### config.mk
export PLATFORM = sky130hd
export DESIGN_NAME = vmerge_wb
export DESIGN_NICKNAME = d
export VERILOG_FILES = /design/src/rtl/vmerge_wb.sv
export SDC_FILE = /design/constraint.sdc
export NUM_CORES = 1
export LEC_CHECK = 0
export BUFFER_PORTS_ARGS = -buffer_cell sky130_fd_sc_hd__clkbuf_2
export CORE_ASPECT_RATIO = 0.5
export CORE_MARGIN = 5
export CORE_UTILIZATION = 57
export CTS_CLUSTER_SIZE = 40
export DETAILED_ROUTE_END_ITERATION = 8
export GPL_TIMING_DRIVEN = 0
export PLACE_DENSITY_LB_ADDON = 0.08
export SLEW_MARGIN = 0
export SYNTH_ARGS = -nofsm -noshare
export SYNTH_HDL_FRONTEND = slang
export SYNTH_SLANG_ARGS = --single-unit
export TNS_END_PERCENT = 100
### constraint.sdc
create_clock -name i_clk -period 3.42 [get_ports i_clk]
set_clock_uncertainty 0.2 [all_clocks]
set_input_delay 0.684 -clock i_clk [delete_from_list [all_inputs] [get_ports i_clk]]
set_output_delay 0.684 -clock i_clk [all_outputs]
set_load 0.01 [all_outputs]
### src/rtl/vmerge_wb.sv
// vmerge_wb: vector mask/tail merge ahead of the register-file write-back port.
//
// Each accepted entry is merged combinationally and then stored in a 2-entry
// FIFO of {wdata, waddr, err}. The head entry drives the outputs directly from
// storage, so no input reaches an output within the same cycle.
//
// Build option:
//   VMERGE_TAIL_AGNOSTIC_EN  defined     -> tail elements are written as all ones
//                            not defined -> tail elements keep i_old (tail-undisturbed)
module vmerge_wb #(
    parameter int unsigned VLEN = 128
) (
    input  logic                        i_clk,
    input  logic                        i_rst_n,
    input  logic                        i_valid,
    output logic                        o_ready,
    input  logic [10:0]                 i_sew,
    input  logic [VLEN-1:0]             i_result,
    input  logic [VLEN-1:0]             i_old,
    input  logic [VLEN/8-1:0]           i_mask,
    input  logic                        i_vm,
    input  logic [$clog2(VLEN/8):0]     i_vl,
    input  logic [4:0]                  i_vd,
    output logic                        o_valid,
    input  logic                        i_ready,
    output logic [VLEN-1:0]             o_wdata,
    output logic [4:0]                  o_waddr,
    output logic                        o_err
);

    localparam int unsigned NB  = VLEN / 8;      // bytes per register
    localparam int unsigned MW  = $clog2(NB);    // mask index width
    localparam int unsigned VLW = MW + 1;        // element index / vl width

    logic [VLEN-1:0] merged;
    logic            merge_err;

    // Storage for the two FIFO slots
    logic [VLEN-1:0] mem_wdata [2];
    logic [4:0]      mem_waddr [2];
    logic            mem_err   [2];
    logic            wr_ptr;
    logic            rd_ptr;
    logic [1:0]      count;

    logic push;
    logic pop;

    // Per-byte merge: each byte inherits the classification of the element it belongs to
    always_comb begin
        int unsigned     k;
        logic            legal;
        logic [VLW-1:0]  eidx;
        logic [MW-1:0]   midx;
        logic            body;
        logic            active;

        k      = 0;
        legal  = 1'b1;
        eidx   = '0;
        midx   = '0;
        body   = 1'b0;
        active = 1'b0;
        merged = i_old;

        case (i_sew)
            11'd8:   k = 0;
            11'd16:  k = 1;
            11'd32:  k = 2;
            11'd64:  k = 3;
            11'd128: k = 4;
            default: legal = 1'b0;
        endcase
        // An element wider than the register cannot be addressed either
        if ({21'd0, i_sew} > VLEN)
            legal = 1'b0;

        merge_err = ~legal;

        if (legal) begin
            for (int unsigned b = 0; b < NB; b++) begin
                eidx   = VLW'(b >> k);
                midx   = MW'(b >> k);
                body   = (eidx < i_vl);
                active = body && (i_vm || i_mask[midx]);
                if (active)
                    merged[b*8 +: 8] = i_result[b*8 +: 8];
                else if (!body) begin
`ifdef VMERGE_TAIL_AGNOSTIC_EN
                    merged[b*8 +: 8] = 8'hFF;
`else
                    merged[b*8 +: 8] = i_old[b*8 +: 8];
`endif
                end
            end
        end
    end

    assign o_ready = (count != 2'd2);
    assign o_valid = (count != 2'd0);
    assign push    = i_valid && o_ready;
    assign pop     = o_valid && i_ready;

    assign o_wdata = mem_wdata[rd_ptr];
    assign o_waddr = mem_waddr[rd_ptr];
    assign o_err   = mem_err[rd_ptr];

    // FIFO pointers, occupancy and slot writes; slots are cleared on reset so the
    // head outputs read zero while reset is held
    always_ff @(posedge i_clk or negedge i_rst_n) begin
        if (!i_rst_n) begin
            for (int unsigned i = 0; i < 2; i++) begin
                mem_wdata[i] <= '0;
                mem_waddr[i] <= '0;
                mem_err[i]   <= 1'b0;
            end
            wr_ptr <= 1'b0;
            rd_ptr <= 1'b0;
            count  <= '0;
        end else begin
            if (push) begin
                mem_wdata[wr_ptr] <= merged;
                mem_waddr[wr_ptr] <= i_vd;
                mem_err[wr_ptr]   <= merge_err;
                wr_ptr            <= ~wr_ptr;
            end
            if (pop)
                rd_ptr <= ~rd_ptr;
            case ({push, pop})
                2'b10:   count <= count + 2'd1;
                2'b01:   count <= count - 2'd1;
                default: count <= count;
            endcase
        end
    end

endmodule

-- Word-level counts from Yosys, hierarchy flattened
Index checks and enable logic that the tools add are counted.
- shifts and indexed selects: 16
- mux-type cells: 71
- multipliers: 0
- order comparisons: 36
- reduce and logical (&&, ||, !) cells: 38
- divide/modulo/power cells: 0
- add/subtract/negate cells: 2
- equality and inequality tests: 8
- bitwise logic cells: 5
- operators by type and width (cell ; count):
    128-bit two-way mux ; 5
    256-bit bitwise mux ; 1
    4-bit by 32-bit >> shifter with 5-bit output, first input constant ; 8
    128-bit demux with 1-bit select ; 1
    8-bit two-way mux ; 16
    3-bit by 32-bit >> shifter with 5-bit output, first input constant ; 4
    4-bit by 5-bit less-than comparator with 1-bit output, second input constant ; 16
    5-bit less-than comparator ; 16
    1-bit binary-select mux with 4-bit select ; 16
    1-bit by 32-bit >> shifter with 5-bit output, first input constant ; 2
    2-bit by 32-bit >> shifter with 5-bit output, first input constant ; 2
    1-bit two-way mux ; 22
    5-bit two-way mux ; 4
    1-bit logical AND ; 19
    1-bit logical OR ; 16
    3-bit case mux with 4 select lines ; 1
    11-bit by 4-bit equality test with 1-bit output, second input constant ; 1
    11-bit by 5-bit equality test with 1-bit output, second input constant ; 1
    11-bit by 6-bit equality test with 1-bit output, second input constant ; 1
    11-bit by 7-bit equality test with 1-bit output, second input constant ; 1
    11-bit by 8-bit equality test with 1-bit output, second input constant ; 1
    11-bit by 8-bit greater-than comparator with 1-bit output, second input constant ; 1
    10-bit bitwise mux ; 1
    5-bit demux with 1-bit select ; 1
    other kinds (14) ; 19
- output and inout port bits: 136
- bits of input ports: 298
- memory bits (read-only): 0
- memories: 0
- bits in registers: 272
- word-level logic and storage cells: 185
- bits in latches: 0
- memory bits (writable): 0

-- Depth between registers and ports, before layout
Gate-level depths: netlist (run 1).
- word-level depth: 10
- mapped depth: 17

-- Least setup slack after synthesis (run 1)
Ideal clock, no wire load.
- path kind: in2reg
- from: input port i_sew[8]
- to: register mem_wdata[208] in the netlist's numbering
- slack: -1461 ps
- data arrival time: 4544 ps
- path buffers: 2
- cell stages on the path: 17
- cells stage by stage: or4_1 > buf_2 > nor4_4 > inv_1 > ha_1 > o31ai_4 > inv_4 > ha_1 > nor2b_1 > clkbuf_2 > o211ai_1 > nor2_1 > a31oi_1 > nand4_1 > a311oi_4 > mux2i_1 > a21oi_1
- longest elaborated chain between the ends: 10
- ends and longest elaborated chain (what ; line ; RTL):
    from (decl) ; 17 ; input logic [10:0] i_sew,
    11-bit by 8-bit equality test with 1-bit output, or another cell as far along ; 66 ; case (i_sew)
    3-bit case mux with 4 select lines ; 66 ;
    4-bit by 32-bit >> shifter with 5-bit output ; 83 ; midx = MW'(b >> k);
    1-bit binary-select mux with 4-bit select ; 85 ; active = body && (i_vm || i_mask[midx]);
    1-bit two-way mux (implied by the code) ; 85 ;
    1-bit logical OR ; 85 ;
    1-bit logical AND ; 85 ;
    8-bit two-way mux ; 86 ; if (active)
    128-bit two-way mux * ; 80 ; if (legal) begin
    256-bit bitwise mux * ; 122 ; mem_wdata[wr_ptr] <= merged;
    to (signal, indexed assignment) ; 122 ;
    to (decl) ; 39 ; logic [VLEN-1:0] mem_wdata [2];
Every way passes the cells marked *; elsewhere a longest branch is shown, timed or not. The select of a mux whose other input is x is not followed.
A chain may end at the register's enable or synchronous reset.

-- Worst setup path in the final report (run 1)
- from: input port i_sew[8]
- to: register mem_wdata[83] in the netlist's numbering
Same word-level chain as after synthesis.

==> metrics, run 1 <==
switch share between 40% and 50%; number of warnings reported in the yosys synthesis log 0; global placement routability congestion 0.955; clock network latency to the later pin of the worst-skew pair ~0.56 ns; total overflow reported by the global router 0; proportion of power drawn by flip-flops and latches 33.9%; global-route wire length before repair ~90000 µm; Detailed Route Iter0 Violations about 1700; count of flip-flops with a built-in enable after synthesis 0; maximum fanout along the worst path 6; vias after detailed routing roughly 16000; detailed-route wire length about 60000 µm; Setup WS pre-CTS -2.56 ns; Root Buffer sky130_fd_sc_hd__clkbuf_16; area growth from synthesis to layout 40.6%; die extent in x 244 µm; number of nets in the synthesized netlist between 1500 and 2000; Final period util 115%; power per cell area ~760 nW/µm²; I/O Buffers 428; share of final-layout standard cells stronger than drive strength 1 between 40 and 50%; CP Class in -> reg; maximum clock path buffer count 3; shortest period the worst path allows between 3 and 4 ns; maximum number of pins on one net before global-route repair 113; standard cell core area between 20000 and 30000 µm²; data arrival time of the critical path 4.18 ns; clock network fraction of design power a little under a fifth; sequential share of the synthesized area a little over two fifths; most frequent cells after synthesis sky130_fd_sc_hd__dfrtp_1, sky130_fd_sc_hd__nand2_1, sky130_fd_sc_hd__nor2_1, sky130_fd_sc_hd__mux2_2, sky130_fd_sc_hd__mux2i_1; Peak VDD IR between 0.5 and 0.6 mV; total power draw between 15 and 20 mW; number of remaining DRC errors 0; Antenna Nets Post-Route 0; Hold Crit Class in -> reg; highest clock rate about 250 MHz; number of CTS-inserted buffers 25; leading post-synthesis cells by cell area sky130_fd_sc_hd__dfrtp_1, sky130_fd_sc_hd__mux2_2, sky130_fd_sc_hd__mux2i_1; final setup slack of the worst path -0.523 ns; library cell with the highest instance count after synthesis sky130_fd_sc_hd__dfrtp_1; fraction of synthesis flops using an asynchronous set or reset pin 100%; unrepaired setup endpoints after global routing true; result of the run finished with violations; violated checks setup timing; Chip Height 127 µm; WHS approximately 0.13 ns; # clock sinks between 200 and 300; biggest area consumer among synthesized cells sky130_fd_sc_hd__dfrtp_1; normalized max-slew margin between 30% and 40%; number of global-route vias before repair between 15000 and 20000; Worst-path clk slew approximately 0.070 ns; leakage power total a little under 10 nW; routed via count divided by cell count 6.34; TritonCTS clock tree done; max cap viols 0; effective utilization at floorplan approximately three fifths; final-report hold violation count 0; final setup violating endpoints 192; P_int between 9 and 10 mW; number of nets in the final layout around 2500; cell area after synthesis about 16000 µm²; crit path capture type flop; Pins Over Slew Limit 0; area enclosed by the die boundary slightly above 30000 µm²; Netlist cell types between 70 and 80; post-synthesis cell count 1632; combinational cell fraction of total power around 48%; Final HPWL DP 39100 µm; post-synthesis register bit count 272; site row count 42; crit start category input pin; all-layer global routing usage between 30 and 40%; worst endpoint required time ~3.7 ns; H-Tree Depth 1; setup slack on the worst flop-to-flop path around 0.13 ns; primary flip-flop cell chosen by synthesis mapping sky130_fd_sc_hd__dfrtp_1; antenna violations before repair 2; Post-Synthesis Mean Instance Area roughly 9.5 µm²; detail-routed net length per standard cell ~24 µm; count of pins on the block boundary 434; switching component of the power ~7 mW; Worst-Margin Slew 0.942 ns; detailed-routing iteration count for the pre-antenna-repair pass 9; share of the synthesized area in the top cell type between 40 and 50%
[logic make-up (layout without fill, tap and decap cells)]
kind of cell / count (synthesis) / in the layout / synth area share, %
AO/OA/AOI/OAI: 412 / 412 / 16.6
other: 0 / 2 / 0
buffers and inverters: 135 / 680 / 3.34
multiplexers: 288 / 288 / 20.2
XOR/XNOR: 11 / 11 / 0.619
AND/OR/NAND/NOR: 495 / 496 / 14.0
flip-flops: 272 / 272 / 43.7
adder cells (fa/ha/maj): 19 / 19 / 1.51
[sequential cells by signal, indices dropped and copies added, names as in the netlist]
signal / count
count: 2
mem_err: 2
mem_waddr: 10
mem_wdata: 256
rd_ptr: 1
wr_ptr: 1
[layout by cell type, fill, tap and decap left out, drive strengths merged, types with 12 or more instances in the layout]
cell type	n
a221oi	19
a21oi	131
nand2b	15
mux2i	131
nand3	28
dfrtp	272
nor4	20
clkbuf	555
a31oi	12
a2bb2oi	21
o211ai	14
mux2	151
nor3	12
nand2	217
o21ai	147
buf	96
nor2	164
ha	18
inv	14
[power groups by stage]
stage | clock network [mW] | registers (mW) | logic, mW
2_1_floorplan | 0 | 5.34 | 4.43
3_3_place_gp | 0 | 5.49 | 6.99
3_5_place_dp | 0 | 5.56 | 7.12
4_1_cts | 3.03 | 5.52 | 7.44
5_1_grt | 3.20 | 5.76 | 8.45
6_report | 3.05 | 5.61 | 7.89
[worst max-delay path, cell delays in order]
cell                       delay (ns)
sky130_fd_sc_hd__buf_8           0.09
sky130_fd_sc_hd__or4_4           0.58
sky130_fd_sc_hd__nor4_4          0.25
sky130_fd_sc_hd__buf_6           0.17
sky130_fd_sc_hd__inv_6           0.04
sky130_fd_sc_hd__ha_4            0.17
sky130_fd_sc_hd__o31ai_4         0.09
sky130_fd_sc_hd__inv_4           0.10
sky130_fd_sc_hd__ha_4            0.23
sky130_fd_sc_hd__nor2b_4         0.14
sky130_fd_sc_hd__o211ai_1        0.09
sky130_fd_sc_hd__nor2_1          0.06
sky130_fd_sc_hd__a31oi_1         0.20
sky130_fd_sc_hd__nand4_1         0.18
sky130_fd_sc_hd__a311oi_4        0.36
sky130_fd_sc_hd__buf_12          0.21
sky130_fd_sc_hd__buf_12          0.15
sky130_fd_sc_hd__mux2i_4         0.28
sky130_fd_sc_hd__a21oi_2         0.08
[metrics by stage]
stage               cell area, µm²  std cells  util, %   TNS, ns
finish                       21900       2532     82.1    -69.10
CTS                          21200       2519     79.6    -79.46
global placement             18300       2412     68.6  -1541.80
global route                 21900       2532     82.1    -84.59
detailed placement           18300       2414     68.8   -423.03
floorplan                    15700       1632        -   -161.78
[worst paths after layout]
path / start / to / depth (start not counted)
hold reg to reg: mem_waddr[6]$_DFFE_PN0P_ / mem_waddr[6]$_DFFE_PN0P_ / 2
setup reg to reg: count[0]$_DFFE_PN0P_ / mem_wdata[236]$_DFFE_PN0P_ / 6
min in group asynchronous: i_rst_n / mem_wdata[16]$_DFFE_PN0P_ / 2
hold / removal: i_vd[4] / mem_waddr[9]$_DFFE_PN0P_ / 3
setup / recovery: i_sew[8] / mem_wdata[83]$_DFFE_PN0P_ / 19
max in group asynchronous: i_rst_n / mem_wdata[213]$_DFFE_PN0P_ / 4
[area by class of cell]
class                           instances  area, µm²
Clock buffer                           32        702
Inverter                               14       72.6
Timing Repair Buffer                  507       3090
Fill cell                            1626       4760
Clock inverter                         14        179
Sequential cell                       272       6810
Tap cell                              352        440
Multi-Input combinational cell       1226      10000
Antenna cell                            2       5.00
Buffer                                113        548
[layer usage]
layer  global-route usage [%]  share of wire (%)  vias to the layer above
met3                     8.20                9.8                      289
met1                     46.7                 37                     7840
li1                         -                  -                     6946
met4                     14.8                5.6                        0
met2                     59.3                 47                      990
met5                        0                  0                        -
[timing repair]
item | in CTS | in global routing
buffers inserted | 61 | 16
resized for setup | 312 | 155
cloned | 3 | 0
setup endpoints to repair | 290 | 259
pin swaps | 83 | 66
hold buffers | 1 | 0
hold endpoints to repair | 73 | 0
Power figures use the tool's default switching activity.
==> inputs of run 2 (changes only) <==
--- a/config.mk
+++ b/config.mk
@@ -8,7 +8,7 @@
 export BUFFER_PORTS_ARGS = -buffer_cell sky130_fd_sc_hd__clkbuf_2
 export CORE_ASPECT_RATIO = 0.5
 export CORE_MARGIN = 5
-export CORE_UTILIZATION = 57
+export CORE_UTILIZATION = 53
 export CTS_CLUSTER_SIZE = 40
 export DETAILED_ROUTE_END_ITERATION = 8
 export GPL_TIMING_DRIVEN = 0
==> constraint.sdc (replaced) <==
create_clock -name i_clk -period 4 [get_ports i_clk]
set_clock_uncertainty 0.2 [all_clocks]
set_input_delay 0.8 -clock i_clk [delete_from_list [all_inputs] [get_ports i_clk]]
set_output_delay 0.8 -clock i_clk [all_outputs]
set_load 0.01 [all_outputs]
==> metrics, run 2 (same netlist as run 1, synthesis figures left out) <==
result of the run finished with violations; violated checks setup timing; number of remaining DRC errors 0; total overflow reported by the global router 0; Antenna Nets Post-Route 0; unrepaired setup endpoints after global routing true; destination of the worst hold path mem_waddr[8]$_DFFE_PN0P_; vias after detailed routing between 15000 and 20000; Largest register FFs around 260; detailed-routing iteration count for the pre-antenna-repair pass 8; effective utilization at floorplan a little over half; area enclosed by the die boundary about 33000 µm²; Worst-path clk slew approximately 0.07 ns; r2r endpoint mem_wdata[142]$_DFFE_PN0P_; maximum fanout along the worst path 8; critical path, cell by cell buf_8 > or4_4 > nor4_4 > buf_4 > inv_6 > ha_4 > o31ai_4 > inv_4 > ha_4 > nor2b_4 > o211ai_1 > nor2_1 > a31oi_4 > nand4_1 > a311oi_4 > buf_12 > mux2i_4 > a21oi_1; routed via count divided by cell count ~6; Hold Crit Class in -> reg; Pins Over Slew Limit 0; final setup violating endpoints 20; number of inserted filler cells in the final layout about 2300; site row count 44; hold depth 3; Setup WS pre-CTS -2.01 ns; global-route wire length before repair 84900 µm; crit start category input pin; die extent in x 252 µm; maximum clock path buffer count 3; Peak VDD IR 0.428 mV; Crit path max-delay family simple AND/OR/NAND/NOR gates; area growth from synthesis to layout 33.1%; data arrival time of the critical path 4.29 ns; TritonCTS clock tree done; largest register by flop count mem_wdata; highest clock rate about 250 MHz; H-Tree Depth 1; global placement routability congestion just over 0.9; Reg2Reg Depth 8; count of cell instances traversed by the critical path 18; final-report hold violation count 0; detailed-route wire length 55100 µm; # clock sinks 272; all-layer global routing usage roughly a third; clock network latency to the later pin of the worst-skew pair around 0.55 ns; worst endpoint required time 4.22 ns; most common cell after layout, fill and taps aside sky130_fd_sc_hd__clkbuf_2; share of final-layout standard cells stronger than drive strength 1 ~40%; maximum number of pins on one net before global-route repair between 100 and 150; standard cell core area 29000 µm²; Detailed Route Iter0 Violations ~1300; top flop regs mem_wdata: 256 flops, mem_waddr: 10 flops; I/O Buffers roughly 430; Worst-Margin Slew around 1.3 ns; crit path capture type flop; Chip Height about 130 µm; shortest period the worst path allows slightly above 4 ns; max cap viols 0; CP Class in -> reg; antenna violations before repair 3; normalized max-slew margin between 10 and 15%; setup slack on the worst flop-to-flop path 0.71 ns; WHS about 0.26 ns; HP Start i_vd[3]; most common cell type on the critical path sky130_fd_sc_hd__ha_4; power per cell area 658 nW/µm²; count of pins on the block boundary between 400 and 500; Final period util 102%; Max stage delay on crit path 0.58 ns; Final HPWL DP 40000 µm; detail-routed net length per standard cell 21.7 µm; final setup slack of the worst path -0.0660 ns; FF-to-FF Start count[0]$_DFFE_PN0P_; top library cells by usage in the layout, fill and taps aside sky130_fd_sc_hd__clkbuf_2, sky130_fd_sc_hd__dfrtp_1, sky130_fd_sc_hd__nand2_1; number of global-route vias before repair ~15000; sum of buffers and inverters on the critical path 5; number of CTS-inserted buffers 26; number of nets in the final layout between 2000 and 2500; leakage power total a little over 9 nW; total power draw between 10 and 15 mW; Post-Route Utilization a little under three quarters; slowest stage cell, crit path sky130_fd_sc_hd__or4_4; Root Buffer sky130_fd_sc_hd__clkbuf_16
## run 2: cell types whose count changed in the layout (fill, tap and decap cells not counted), sizes merged
cell,change
buf,-40
bufinv,-1
clkbuf,+15
clkinv,-4
clkinvlp,-3
inv,+1
nand2,-1
## run 2: per-stage QoR
stage / area [µm²] / instances / TNS, ns
finish: 20700 / 2538 / -0.697
global route: 20700 / 2538 / -5.42
CTS: 20300 / 2525 / -9.74
floorplan: 15700 / 1632 / -72.93
detailed placement: 18400 / 2454 / -320.64
global placement: 18300 / 2451 / -1333.01
## run 2: timing repair
item	4_1_cts	5_1_grt
gates resized for setup	168	77
setup endpoints to repair	246	231
hold endpoints to repair	3	0
hold buffers	1	0
setup buffers	29	13
pin swaps	49	18
## run 2: area by class of cell
type | instances | area, µm² | share of cell area [%]
Tap cell | 391 | 489 | 2.36
Timing Repair Buffer | 473 | 2650 | 12.8
Inverter | 14 | 67.6 | 0.326
Clock buffer | 38 | 746 | 3.60
Antenna cell | 2 | 5.00 | 0.0242
Multi-Input combinational cell | 1225 | 9250 | 44.6
Clock inverter | 7 | 121 | 0.586
Buffer | 116 | 576 | 2.78
Sequential cell | 272 | 6810 | 32.9
## run 2: worst max-delay path by stage
stage | slack [ns] | end | from
after floorplan | -0.71 | mem_wdata[208]$_DFFE_PN0P_ | i_sew[8]
after global placement | -3.80 | mem_wdata[40]$_DFFE_PN0P_ | i_rst_n
after detailed placement | -2.01 | mem_wdata[64]$_DFFE_PN0P_ | i_sew[8]
after CTS | -0.18 | mem_wdata[196]$_DFFE_PN0P_ | i_sew[8]
after global routing | -0.18 | mem_wdata[215]$_DFFE_PN0P_ | i_sew[0]
final | -0.07 | mem_wdata[215]$_DFFE_PN0P_ | i_sew[1]
## run 2: report_power, final
| part | internal (mW) | switching (mW) |
|---|---|---|
| clock network | 1.43 | 1.12 |
| registers | 4.08 | 0.656 |
| logic | 2.66 | 3.69 |
| total | 8.17 | 5.46 |
## run 2: worst reg2reg max path: cells and delay by family (launching register included)
| kind | cells | cell delay [ns] |
|---|---|---|
| compound gates | 1 | 0.10 |
| buf+inv | 3 | 1.85 |
| simple gates | 4 | 0.64 |
| flops | 1 | 0.42 |
## run 2: metal layers
metal  global-route usage [%]  vias to the layer above  part of all wire, %
li1                         -                     6883                    -
met2                     52.1                      643                   48
met4                     8.70                        0                  3.1
met3                     4.78                      134                  7.1
met5                        0                        -                    0
met1                     44.6                     7491                   42
